### config.mk
export PLATFORM = sky130hd
export DESIGN_NAME = serial_pattern_tx
export DESIGN_NICKNAME = d
export VERILOG_FILES = /design/src/rtl/serial_pattern_pkg.sv /design/src/rtl/run_tracker.sv /design/src/rtl/serial_pattern_tx.sv
export SDC_FILE = /design/constraint.sdc
export NUM_CORES = 1
export LEC_CHECK = 0
export ABC_AREA = 0
export CORE_MARGIN = 2
export CORE_UTILIZATION = 55
export DETAILED_ROUTE_END_ITERATION = 12
export PLACE_DENSITY = 0.84
export SLEW_MARGIN = 10
export SYNTH_ARGS = -nofsm -noshare
export SYNTH_HDL_FRONTEND = slang
export SYNTH_SLANG_ARGS = --single-unit
### constraint.sdc
create_clock -name clk -period 5.8 [get_ports clk]
set_input_delay 1.16 -clock clk [delete_from_list [all_inputs] [get_ports clk]]
set_output_delay 1.16 -clock clk [all_outputs]
set_load 0.1 [all_outputs]
### src/rtl/serial_pattern_pkg.sv
// serial_pattern_pkg: shared types and helpers for the serial pattern transmitter
package serial_pattern_pkg;
  typedef enum logic {IDLE, SHIFT} state_e;
  function automatic int run_cnt_w(input int run_len);
    return $clog2(run_len + 1);
  endfunction
  function automatic int len_clamp(input int len, input int max_len);
    return len > max_len ? max_len : len;
  endfunction
endpackage

### src/rtl/run_tracker.sv
// run_tracker: run-length history of a serial line and the non-resetting run-then-flip detector output
module run_tracker
  import serial_pattern_pkg::*;
#(
  parameter int   RUN_LEN    = 3,
  parameter logic IDLE_LEVEL = 1'b0
) (
  input  logic clk,
  input  logic rst,
  input  logic bit_in,
  output logic exp_detect
);
  localparam int CNT_W = run_cnt_w(RUN_LEN);
  logic [CNT_W-1:0] run_cnt_q, run_cnt_d;
  logic last_bit_q, last_bit_d;
  always_comb begin
    run_cnt_d  = bit_in != last_bit_q ? CNT_W'(1) :
                 run_cnt_q == CNT_W'(RUN_LEN) ? run_cnt_q : run_cnt_q + CNT_W'(1);
    last_bit_d = bit_in;
    exp_detect = run_cnt_q == CNT_W'(RUN_LEN) && bit_in != last_bit_q;
  end
  always_ff @(posedge clk) begin
    if (rst) begin
      run_cnt_q  <= '0;
      last_bit_q <= IDLE_LEVEL;
    end else begin
      run_cnt_q  <= run_cnt_d;
      last_bit_q <= last_bit_d;
    end
  end
endmodule

### src/rtl/serial_pattern_tx.sv
// serial_pattern_tx: MSB-first frame serializer with a golden run-then-flip detector output
module serial_pattern_tx
  import serial_pattern_pkg::*;
#(
  parameter int   DATA_W     = 16,
  parameter int   LEN_W      = $clog2(DATA_W + 1),
  parameter int   RUN_LEN    = 3,
  parameter logic IDLE_LEVEL = 1'b0
) (
  input  logic              clk,
  input  logic              rst,
  input  logic              tx_valid,
  output logic              tx_ready,
  input  logic [DATA_W-1:0] tx_data,
  input  logic [LEN_W-1:0]  tx_len,
  output logic              d_out,
  output logic              busy,
  output logic              done,
  output logic              exp_detect
);
  state_e state_q, state_d;
  logic [DATA_W-1:0] sr_q, sr_d, frame;
  logic [LEN_W-1:0] cnt_q, cnt_d, len_l;
  logic d_out_q, d_out_d;
  logic last, accept;
  always_comb begin
    len_l    = LEN_W'(len_clamp(int'(tx_len), DATA_W));
    // left-justify so the first frame bit sits in the MSB
    frame    = tx_data << (DATA_W - int'(len_l));
    last     = state_q == SHIFT && cnt_q == LEN_W'(1);
    tx_ready = !rst && (state_q == IDLE || last);
    accept   = tx_valid && tx_ready;
    state_d  = state_q;
    sr_d     = sr_q;
    cnt_d    = cnt_q;
    d_out_d  = d_out_q;
    if (state_q == SHIFT) begin
      state_d = last ? IDLE : SHIFT;
      d_out_d = last ? IDLE_LEVEL : sr_q[DATA_W-1];
      sr_d    = sr_q << 1;
      cnt_d   = cnt_q - LEN_W'(1);
    end
    if (accept && len_l != '0) begin
      state_d = SHIFT;
      d_out_d = frame[DATA_W-1];
      sr_d    = frame << 1;
      cnt_d   = len_l;
    end
  end
  always_ff @(posedge clk) begin
    if (rst) begin
      state_q <= IDLE;
      sr_q    <= '0;
      cnt_q   <= '0;
      d_out_q <= IDLE_LEVEL;
    end else begin
      state_q <= state_d;
      sr_q    <= sr_d;
      cnt_q   <= cnt_d;
      d_out_q <= d_out_d;
    end
  end
  assign d_out = d_out_q;
  assign busy  = state_q == SHIFT;
  assign done  = last;
  run_tracker #(.RUN_LEN(RUN_LEN), .IDLE_LEVEL(IDLE_LEVEL)) u_run (
    .clk(clk),
    .rst(rst),
    .bit_in(d_out_q),
    .exp_detect(exp_detect)
  );
endmodule

* Word-level counts from Yosys, hierarchy flattened
Index checks and enable logic that the tools add are counted.
W data, S select, Z words.
** Cells by class
- Add/subtract/negate cells :: 3
- Multipliers :: 0
- Div/mod/pow operators :: 0
- Order comparisons :: 1
- Eq/ne operators :: 4
- Shift-type cells :: 1
- Mux-type cells :: 13
- Bitwise gates (word level) :: 1
- Reduce and logical (&&, ||, !) cells :: 10
** Operators with widths (count)
- $mux W16 :: 2
- $shl A16 B32 Y16 :: 1
- $mux W5 :: 3
- $mux W1 :: 8
- $sub A5 B5 Y6 const A :: 1
- $eq A5 B1 Y1 const B :: 1
- $gt A5 B5 Y1 const B :: 1
- $logic_and A1 B1 Y1 :: 5
- $reduce_bool A5 Y1 :: 1
- $sub A5 B1 Y5 const B :: 1
- $add A2 B1 Y2 const B :: 1
- $eq A2 B2 Y1 const B :: 1
- $ne A2 B1 Y1 const B :: 1
- $reduce_bool A2 Y1 :: 1
- $reduce_or A2 Y1 :: 1
- $logic_not A1 Y1 :: 1
- $logic_or A1 B1 Y1 :: 1
- $ne A1 B1 Y1 :: 1
- $not A1 Y1 :: 1
** Storage, ports and cells
- Register bits after elaboration :: 25
- Latch bits :: 0
- RAM bits :: 0
- Bits in read-only memories :: 0
- Input port bits :: 24
- Output and inout bits :: 5
- Word-level logic and storage cells :: 40
- Memories kept :: 0

* Logic depth before layout (Yosys ltp)
Gate-level depths: netlist of run 1.
- Word-level depth :: 7
- Mapped depth :: 12
- Gate-level depth less buffers :: 10

* By module
A second synthesis of run 1 with hierarchy kept.
** Unflattened totals
- Cell total of the unflattened synthesis :: 240
- Area total of the unflattened synthesis :: 1989.4 µm²
** Modules (own cells, without submodules)
- serial_pattern_tx :: instances 1, cells an instance 229, area each 1861.8 µm², sequential area each 440.4 µm²
- run_tracker :: instances 1, cells an instance 11, area each 127.6 µm², sequential area each 60.1 µm²

* Least setup slack after synthesis of run 1
Ideal clock, no wire load.
- Path kind :: register -> output
- From :: reg state_q, in the netlist busy
- To :: out done
- Arrival time :: 4.524 ns
- Required time :: 4.640 ns
- Setup slack :: 0.116 ns
- Cell stages (with the launch flop) :: 4
- Path buffers :: 1
- Cell sequence :: dfxtp_1 buf_2 nand2b_1 nor4b_1
** Between the ends
- Word-level cells in the longest chain between the ends :: 1
** RTL lines
- start, declared :: RTL line serial_pattern_tx.sv:21 : state_e state_q, state_d;
- start signal, assigned :: RTL line serial_pattern_tx.sv:57 : state_q <= state_d;
- $logic_and A1 B1 Y1 :: RTL line serial_pattern_tx.sv:30 : last = state_q == SHIFT && cnt_q == LEN_W'(1);
- end, declared :: RTL line serial_pattern_tx.sv:18 : output logic done,
Every way passes these cells.

* Worst setup path after layout of run 1
- From :: in tx_len[4]
- To :: reg sr_q[15]
** Between the ends
- Word-level cells in the longest chain between the ends :: 5
- Elaborated cells between the ends (all ways) :: 8
- Classes of those cells :: add/sub (1); order compare (1); shift (1); mux (2); reduce/logical (3)
** RTL lines
- start, declared :: RTL line serial_pattern_tx.sv:15 : input logic [LEN_W-1:0] tx_len,
- $gt A5 B5 Y1 :: RTL line serial_pattern_pkg.sv:8 : return len > max_len ? max_len : len;
- $mux W5 (*) :: RTL line serial_pattern_pkg.sv:8
- $sub A5 B5 Y6 or $reduce_bool A5 Y1 (tied branches) :: RTL line serial_pattern_tx.sv:29, serial_pattern_tx.sv:43
- $shl A16 B32 Y16 or $logic_and A1 B1 Y1 (tied branches) :: RTL line serial_pattern_tx.sv:29, serial_pattern_tx.sv:43
- $mux W16 or $reduce_bool A2 Y1 (tied branches)
- end signal, assigned :: RTL line serial_pattern_tx.sv:58 : sr_q <= sr_d;
- end, declared :: RTL line serial_pattern_tx.sv:22 : logic [DATA_W-1:0] sr_q, sr_d, frame;
Every way passes the cells marked *; elsewhere a longest branch is shown, timed or not.
A chain may end at the register's enable or synchronous reset.

==> key figures, run 1 <==
Floorplan
  – Placeable Area: 0.00363 mm2
  – Ports: 29
  – Row cnt: 22
  – Starting Density: 56.6%
  – Total die area: 0.00424 mm2
  – Die X: 65.1 um
  – Die H: 65.1 um

Synth
  – Async S/R FF share, synth: 0%
  – Synth top area cells: dfxtp_1 24%, mux4_2 12%, mux2i_1 9.7%
  – Register area share after synthesis: 24.3%
  – Share of the synthesized area in the top cell type: 24.3%
  – Area of the mapped netlist: 0.00206 mm2
  – Post-Synthesis Cells: 221
  – Count leader, synth: dfxtp_1
  – Synth unique cells: 56
  – Ys flop type: dfxtp_1
  – Yosys Warn Count: 0
  – Post-Synthesis Net Count: 250
  – Number of synthesized flops with an enable pin: 0
  – Post-Syn Area per Cell: 9.30 um2
  – Synth top cells by count: 25 x dfxtp_1, 23 x nor2_1, 20 x mux2i_1
  – Synthesized flop and latch total: 25
  – Leading area contributor after synthesis: dfxtp_1

Timing
  – RSZ-0062 raised after global routing: false
  – Least-Margin Pin Slew: 0.964 ns
  – Pins Over Slew Limit: 0
  – Setup ws final: 1.59 ns
  – Final worst-path cycle share: 72.6%
  – Setup-failing EPs final: 0
  – Hold Fails Final Rpt: 0
  – Setup_tns: 0 ns
  – Min Tclk post-route: 4.21 ns
  – Slew headroom: 35.5%
  – Clock skew: 0.00602 ns
  – Maximum clock frequency: 237 MHz

Place
  – Dpl ws: 1.33 ns
  – Dpl hpwl: 3580 um
  – Final GP Congestion: 0.895
  – Buffers on Ports: 28

Global routing
  – Initial antenna violation count: 0
  – Total track usage: 23.5%
  – Pin count of the biggest net entering global routing: 25
  – First-pass GRT wire length: 7870 um
  – Grt ovf: 0
  – Vias in the first global route: 1702

Power
  – Power Density: 222 mW/mm2
  – Worst ir drop on vdd: 99.4 uV
  – Leakage: 0.910 nW

Setup path
  – Crit path arrival time: 4.39 ns
  – Worst R2R Start: cnt_q[0]
  – Bufs and invs on worst path: 3
  – Critical Path Max Stage Delay: 0.74 ns
  – WP data required: 5.97 ns
  – CP Capture Type: flop
  – Worst reg2reg setup slack: 3.28 ns
  – Worst r2r dst: sr_q[15]
  – CP endpoint: sr_q[15]
  – Critical path startpoint category: input pin
  – Crit. path cell count: 11
  – Critical Path Fanout Max: 19
  – Crit path from: tx_len[4]
  – Most common cell on crit path: ha_1
  – Worst reg2reg path depth: 5
  – Crit-path leading delay family: compound AO/OA/AOI/OAI gates
  – Slowest cell on crit path: a21oi_1
  – Cell Chain, Critical Path: clkdlybuf4s50_1 > nor2b_2 > buf_4 > inv_1 > ha_1 > o21a_1 > ha_1 > nand2b_1 > a21oi_1 > a2111oi_0 > or2_1
  – Class of the most critical setup path: in -> reg

Run
  – Max Cap Violations: 0

Layout
  – Area grow syn2layout: 15.3%
  – Nets: 272
  – Ant diodes: 0
  – Fill cell count: 324
  – Layout cells sized above 1: 13.6%

CTS
  – H-tree depth: 1
  – # resized after CTS: 0
  – Hold_buf cts: 0
  – Reg clk slew, reported paths: 0.09 ns
  – Clk_lat worst skew: 0.27 ns
  – Post-CTS Setup Bufs: 0
  – Root Buffer: clkbuf_8
  – CTS tree: done
  – CTS sink count: 25
  – Inserted Clock Buffers: 3
  – Clk buf depth: 2

Routing
  – Drt pass-1 iters: 5
  – Post-Route WL: 4760 um
  – DRC: 0
  – DR iter-0 viols: 187
  – Wire per inst: 16.4 um
  – ANT nets after route: 0
  – Via-per-instance ratio: 6.14
  – Via Count: 1780

Worst hold path
  – Hold Startpoint: sr_q[1]
  – HP Class: reg -> reg

Run status
  – Status: complete, no violations
[cells by family after synthesis]
group / after synthesis / synth area share, %
AND/OR/NAND/NOR: 67 / 17.7
buffers and inverters: 22 / 5.96
flip-flops: 25 / 24.3
XOR/XNOR: 9 / 4.75
AO/OA/AOI/OAI: 57 / 19.6
adder cells (fa/ha/maj): 5 / 3.04
multiplexers: 36 / 24.6
[final cells by class]
type / count / area (um2) / share of cell area, %
multi-input combinational: 174 / 1430 / 60.5
clock buffer: 3 / 41.3 / 1.74
timing repair buffer: 31 / 300 / 12.7
clock inverter: 1 / 5.00 / 0.211
inverter: 8 / 30.0 / 1.27
tap: 48 / 60.1 / 2.53
sequential: 25 / 500 / 21.1
[flip-flops by register name, summed over array words and instances (netlist names)]
signal            cells
sr_q                 15
cnt_q                 5
u_run.run_cnt_q       2
busy                  1
d_out                 1
u_run.last_bit_q      1
[through the flow]
stage	utilization [%]	area, um2	cells	total power [mW]	hold slack [ns]
after global routing	65.2	2370	290	0.553	0.509
final	65.2	2370	290	0.526	0.498
after CTS	65.2	2370	290	0.524	0.489
after global placement	63.9	2320	286	0.417	0.453
after detailed placement	63.9	2320	286	0.421	0.476
after floorplan	-	2060	221	0.370	0.444
[tightest hold or removal path, cell delays in order (launching register included)]
cell     delay (ns)
dfxtp_1        0.32
nand3_1        0.07
a21oi_1        0.07
[metal layers]
metal	part of all wire (%)	track usage [%]	vias to the layer above
met3	4.9	2.74	6
li1	-	-	864
met1	44	31.1	844
met2	50	40.7	66
met4	1.3	6.77	0
met5	0	0	-
[power by group]
part           internal, mW  total (mW)  switching (mW)
combinational        0.0955       0.211           0.115
sequential            0.192       0.210          0.0173
clock                0.0482       0.106          0.0575
[how the worst min path moves through the flow]
stage	slack (ns)	depth (start not counted)	endpoint
after floorplan	0.44	2	sr_q[1]
after global placement	0.45	2	sr_q[1]
after detailed placement	0.48	2	sr_q[1]
after CTS	0.49	2	sr_q[1]
after global routing	0.51	2	sr_q[1]
final	0.50	2	sr_q[1]
[cell usage in the layout (no fill, tap or decap), types with 2 or more instances in the layout]
cell type / instances
and2_1: 3
a211oi_1: 8
o21ai_1: 3
nor2b_1: 2
mux2_2: 4
o22ai_1: 4
or4bb_1: 2
nor3_1: 4
xor2_1: 4
nand2b_1: 5
mux2i_1: 20
ha_1: 5
o211a_1: 3
or2_1: 2
xnor2_1: 4
nand2_1: 10
a22oi_1: 2
nor2_1: 23
inv_1: 8
clkbuf_8: 3
nand3_1: 6
buf_4: 4
mux4_2: 11
o21ai_0: 13
dfxtp_1: 25
a21oi_1: 10
clkdlybuf4s50_1: 27
Note: power is estimated with default switching activity, not from simulation.
==> inputs of run 2 (changes only) <==
clock period = 4.1 ns   (was 5.8 ns; I/O delays follow)
==> key figures, run 2 (synthesis gave the netlist of run 1 again) <==
Run status
  – Status: complete, no violations

Layout
  – Fill cell count: 304 (-6.2%)
  – Final core occ: 65.9% (+0.72 points)
  – Largest regs: sr_q: 15 flops, cnt_q: 5 flops, u_run.run_cnt_q: 2 flops
  – Nets: 275 (+1.1%)
  – Layout cells sized above 1: 15.5% (+1.9 points)
  – Commonest cells after routing, fill and taps aside: 26 x clkdlybuf4s50_1, 25 x dfxtp_1, 23 x nor2_1
  – Reg area: 500 um2 (unchanged)
  – Commonest non-fill, non-tap cell in the layout: clkdlybuf4s50_1
  – Max reg flops: 15 (unchanged)
  – Post-Layout Cell Count: 293 (+1.0%)
  – Most flops, register: sr_q
  – Multi-input gate area: 0.00144 mm2 (+0.44%)
  – Ant diodes: 0 (unchanged)
  – Area grow syn2layout: 16.6%

Place
  – Buffers on Ports: 28 (unchanged)
  – Final GP Congestion: 0.881 (-1.6%)
  – Dpl hpwl: 3630 um (+1.6%)
  – Dpl ws: 0.285 ns (-1.04 ns)
  – Post-Place Cells: 289 (+1.0%)

Timing
  – Final worst-path cycle share: 86.2%
  – Setup ws final: 0.566 ns (-1.02 ns)
  – Slew headroom: 35.8% (+0.25 points)
  – Pins Over Slew Limit: 0 (unchanged)
  – Least-Margin Pin Slew: 0.960 ns (-0.00379 ns)
  – Maximum clock frequency: 283 MHz
  – Clock skew: 0.00739 ns (+0.00137 ns)
  – Setup-failing EPs final: 0 (unchanged)
  – Setup_tns: 0 ns (unchanged)
  – Min Tclk post-route: 3.53 ns
  – Hold Fails Final Rpt: 0 (unchanged)
  – RSZ-0062 raised after global routing: false
  – Hold slack: 0.475 ns (-0.0230 ns)

CTS
  – Hold_buf cts: 0 (unchanged)
  – CTS tree: done
  – Clk buf depth: 2 (unchanged)
  – H-tree depth: 1 (unchanged)
  – Post-CTS Setup Bufs: 0 (unchanged)
  – # resized after CTS: 0 (unchanged)
  – Reg clk slew, reported paths: 0.09 ns (about the same)
  – Inserted Clock Buffers: 3 (unchanged)
  – Root Buffer: clkbuf_8
  – Clk_lat worst skew: 0.27 ns (about the same)
  – CTS sink count: 25 (unchanged)

Power
  – Power Density: 311 mW/mm2 (+40%)
  – Worst ir drop on vdd: 155 uV (+56%)
  – Leakage: 0.928 nW (+2.0%)

Setup path
  – WP data required: 4.28 ns (-1.69 ns)
  – Crit-path leading delay family: simple AND/OR/NAND/NOR gates
  – Cell Chain, Critical Path: clkdlybuf4s50_1 > nor2b_2 > inv_1 > ha_1 > o21a_1 > ha_1 > or4bb_1 > a21oi_4 > and2_1 > o211ai_1 > a211oi_1
  – Slowest cell on crit path: clkdlybuf4s50_1
  – Most common cell on crit path: ha_1
  – Crit path arrival time: 3.71 ns (-0.68 ns)
  – Bufs and invs on worst path: 2 (-1)
  – Class of the most critical setup path: in -> reg
  – CP Capture Type: flop
  – Critical Path Fanout Max: 8 (-11)
  – Critical path startpoint category: input pin
  – Critical Path Max Stage Delay: 0.53 ns (-0.21 ns)

Routing
  – Via Count: 1817 (+2.1%)
  – ANT nets after route: 0 (unchanged)
  – Via-per-instance ratio: 6.20 (+1.0%)
  – DRC: 0 (unchanged)
  – Drt pass-1 iters: 4 (-1)
  – Post-Route WL: 4660 um (-2.3%)
  – DR iter-0 viols: 94 (-50%)
  – Wire per inst: 15.9 um (-3.3%)

Global routing
  – First-pass GRT wire length: 8210 um (+4.3%)
  – Pin count of the biggest net entering global routing: 19 (-24%)
  – Grt ovf: 0 (unchanged)
  – Total track usage: 24.0% (+0.42 points)
  – Initial antenna violation count: 0 (unchanged)
  – Vias in the first global route: 1785 (+4.9%)

Floorplan
  – Die H: 65.1 um (unchanged)
  – Ports: 29 (unchanged)
  – Total die area: 0.00424 mm2 (unchanged)
  – Row cnt: 22 (unchanged)
  – Starting Density: 56.6% (unchanged)
  – Die X: 65.1 um (unchanged)
  – Placeable Area: 0.00363 mm2 (unchanged)

Run
  – Max Cap Violations: 0 (unchanged)

Worst hold path
  – HP Class: reg -> reg
==> run 2: worst paths after layout <==
path | from | end | slack (ns) | depth (start not counted)
worst min-delay path | sr_q[1] | sr_q[1] | 0.47 | 2
worst max-delay path | tx_len[4] | sr_q[4] | 0.57 | 11
worst min register to register | sr_q[1] | sr_q[1] | 0.47 | 2
worst max register to register | cnt_q[0] | sr_q[12] | 1.91 | 6
==> run 2: final cells by class <==
| class | instances | area share [%] |
|---|---|---|
| Clock buffer | 3 | 1.72 |
| Multi-Input combinational cell | 174 | 60.1 |
| Inverter | 8 | 1.25 |
| Sequential cell | 25 | 20.9 |
| Clock inverter | 1 | 0.209 |
| Timing Repair Buffer | 34 | 13.4 |
| Tap cell | 48 | 2.51 |
==> run 2: stage by stage <==
stage          cell area, um2  total power, mW
6_report                 2400            0.744
5_1_grt                  2400            0.787
4_1_cts                  2400            0.743
3_5_place_dp             2350            0.601
3_3_place_gp             2350            0.595
2_1_floorplan            2060            0.524
==> run 2: metal layers <==
| metal | global-route usage, % | part of all wire (%) | wire length [um] |
|---|---|---|---|
| met1 | 32.5 | 45 | 2120 |
| met2 | 40.1 | 48 | 2250 |
| met3 | 2.74 | 5.3 | 248 |
| met4 | 7.81 | 0.82 | 38 |
| met5 | 0 | 0 | 0 |
==> run 2: tightest hold or removal path: stages, from the launching register on <==
cell and delay (ns):
dfxtp_1 0.32, nand3_1 0.06, a21oi_1 0.06
==> run 2: power breakdown <==
part / switching (mW) / total (mW) / internal, mW / leakage [nW]
logic: 0.168 / 0.306 / 0.138 / 0.696
registers: 0.0201 / 0.292 / 0.272 / 0.206
clock network: 0.0776 / 0.145 / 0.0679 / 0.0255
total: 0.266 / 0.744 / 0.479 / 0.928
==> inputs of run 3 (changes only) <==
GPL_TIMING_DRIVEN = 0   (was not set)
==> key figures, run 3 (synthesis gave the netlist of run 1 again) <==
Floorplan
  – Ports: 29 (unchanged)
  – Placeable Area: 0.00363 mm2 (unchanged)
  – Starting Density: 56.6% (unchanged)
  – Die X: 65.1 um (unchanged)
  – Row cnt: 22 (unchanged)
  – Total die area: 0.00424 mm2 (unchanged)
  – Die H: 65.1 um (unchanged)

Timing
  – RSZ-0062 raised after global routing: false
  – Final worst-path cycle share: 93.9% (+7.7 points)
  – Min Tclk post-route: 3.85 ns (+0.315 ns)
  – Setup_tns: 0 ns (unchanged)
  – Slew headroom: 35.9% (+0.12 points)
  – Pins Over Slew Limit: 0 (unchanged)
  – Hold Fails Final Rpt: 0 (unchanged)
  – Clock skew: 0.00423 ns (-0.00316 ns)
  – Maximum clock frequency: 260 MHz (-8.2%)
  – Least-Margin Pin Slew: 0.958 ns (-0.00179 ns)
  – Setup-failing EPs final: 0 (unchanged)

Setup path
  – Critical Path Max Stage Delay: 0.86 ns (+0.33 ns)
  – WP data required: 3.28 ns (-1.00 ns)
  – Class of the most critical setup path: in -> out
  – CP Capture Type: primary output
  – Cell Chain, Critical Path: clkdlybuf4s50_1 > clkbuf_1 > clkbuf_1 > a21oi_1 > dlygate4sd2_1
  – Most common cell on crit path: clkbuf_1
  – Critical path startpoint category: input pin
  – Crit-path leading delay family: buffers and inverters
  – Critical Path Fanout Max: 10 (+2)
  – Crit path arrival time: 3.03 ns (-0.68 ns)
  – Bufs and invs on worst path: 4 (+2)
  – Slowest cell on crit path: dlygate4sd2_1

Layout
  – Max reg flops: 15 (unchanged)
  – Layout cells sized above 1: 14.2% (-1.3 points)
  – Final core occ: 67.3% (+1.4 points)
  – Most flops, register: sr_q
  – Finished Cell Area: 0.00245 mm2 (+2.1%)
  – Area grow syn2layout: 19.0%
  – Largest regs: sr_q: 15 flops, cnt_q: 5 flops, u_run.run_cnt_q: 2 flops
  – Nets: 283 (+2.9%)
  – Ant diodes: 0 (unchanged)
  – Fill cell count: 322 (+5.9%)
  – Commonest non-fill, non-tap cell in the layout: clkdlybuf4s50_1
  – Commonest cells after routing, fill and taps aside: 27 x clkdlybuf4s50_1, 25 x dfxtp_1, 23 x nor2_1

Global routing
  – Grt ovf: 0 (unchanged)
  – First-pass GRT wire length: 8080 um (-1.6%)
  – Initial antenna violation count: 0 (unchanged)
  – Pin count of the biggest net entering global routing: 14 (-5)
  – Total track usage: 24.1% (+0.14 points)
  – Vias in the first global route: 1705 (-4.5%)

Routing
  – Via Count: 1828 (+0.61%)
  – ANT nets after route: 0 (unchanged)
  – Drt pass-1 iters: 5 (+1)
  – Via-per-instance ratio: 6.07 (-2.1%)
  – Wire per inst: 15.6 um (-1.5%)
  – DRC: 0 (unchanged)
  – Post-Route WL: 4710 um (+1.2%)
  – DR iter-0 viols: 117 (+24%)

CTS
  – Root Buffer: clkbuf_8
  – H-tree depth: 1 (unchanged)
  – Reg clk slew, reported paths: 0.08 ns (about the same)
  – # resized after CTS: 1 (+1)
  – Post-CTS Setup Bufs: 0 (unchanged)
  – Clk_lat worst skew: 0.27 ns (about the same)
  – Hold_buf cts: 0 (unchanged)
  – CTS sink count: 25 (unchanged)
  – Clk buf depth: 2 (unchanged)
  – Inserted Clock Buffers: 3 (unchanged)
  – CTS tree: done

Place
  – Final GP Congestion: 0.908 (+3.0%)
  – Dpl hpwl: 3630 um (about the same)
  – Post-Place Cell Area: 0.00240 mm2 (+2.2%)
  – Buffers on Ports: 28 (unchanged)

Run
  – Max Cap Violations: 0 (unchanged)

Power
  – Worst ir drop on vdd: 150 uV (-3.1%)
  – Power Density: 307 mW/mm2 (-1.3%)
  – Leakage: 0.940 nW (+1.3%)

Run status
  – Status: complete, no violations

Worst hold path
  – HP Class: reg -> reg
[run 3: per-layer routing]
metal | global-route usage [%] | vias to the layer above | routed length [um]
li1 | - | 888 | -
met1 | 33.1 | 860 | 2170
met4 | 8.07 | 0 | 65
met2 | 40.3 | 74 | 2240
met5 | 0 | - | 0
met3 | 1.88 | 6 | 239
[run 3: worst register-to-register path, delay by kind of cell, from the launching register on]
family | cells | cell delay [ns]
buf+inv | 1 | 0.18
fa+ha+maj | 1 | 0.19
simple gates | 2 | 0.59
flops | 1 | 0.42
compound gates | 3 | 0.65
[run 3: final timing paths]
| kind | cells past startpoint | slack [ns] | end | start |
|---|---|---|---|---|
| max reg2reg | 7 | 1.95 | sr_q[12] | cnt_q[0] |
| min reg2reg | 2 | 0.48 | sr_q[1] | sr_q[1] |
| min | 2 | 0.48 | sr_q[1] | sr_q[1] |
| max | 5 | 0.25 | tx_ready | rst |
[run 3: power by group]
group	switching [mW]	leakage [nW]	internal (mW)	total (mW)
combinational	0.171	0.711	0.142	0.312
sequential	0.0203	0.206	0.272	0.293
clock	0.0758	0.0228	0.0694	0.145
total	0.267	0.940	0.483	0.750
[run 3: through the flow]
stage | setup WS (ns) | instances | hold WS (ns) | power (mW)
after global placement | -0.126 | 297 | 0.456 | 0.600
after detailed placement | -0.123 | 297 | 0.467 | 0.606
after global routing | 0.0765 | 301 | 0.509 | 0.796
final | 0.251 | 301 | 0.476 | 0.750
after floorplan | 0.141 | 221 | 0.444 | 0.524
after CTS | 0.245 | 301 | 0.479 | 0.749
[run 3: final cells by class]
cell class / instances / area [um2] / share of cell area, %
sequential: 25 / 500 / 20.5
tap: 48 / 60.1 / 2.46
inverter: 8 / 30.0 / 1.23
buffer: 14 / 92.6 / 3.79
multi-input combinational: 174 / 1440 / 58.8
clock buffer: 4 / 45.0 / 1.84
timing repair buffer: 28 / 279 / 11.4
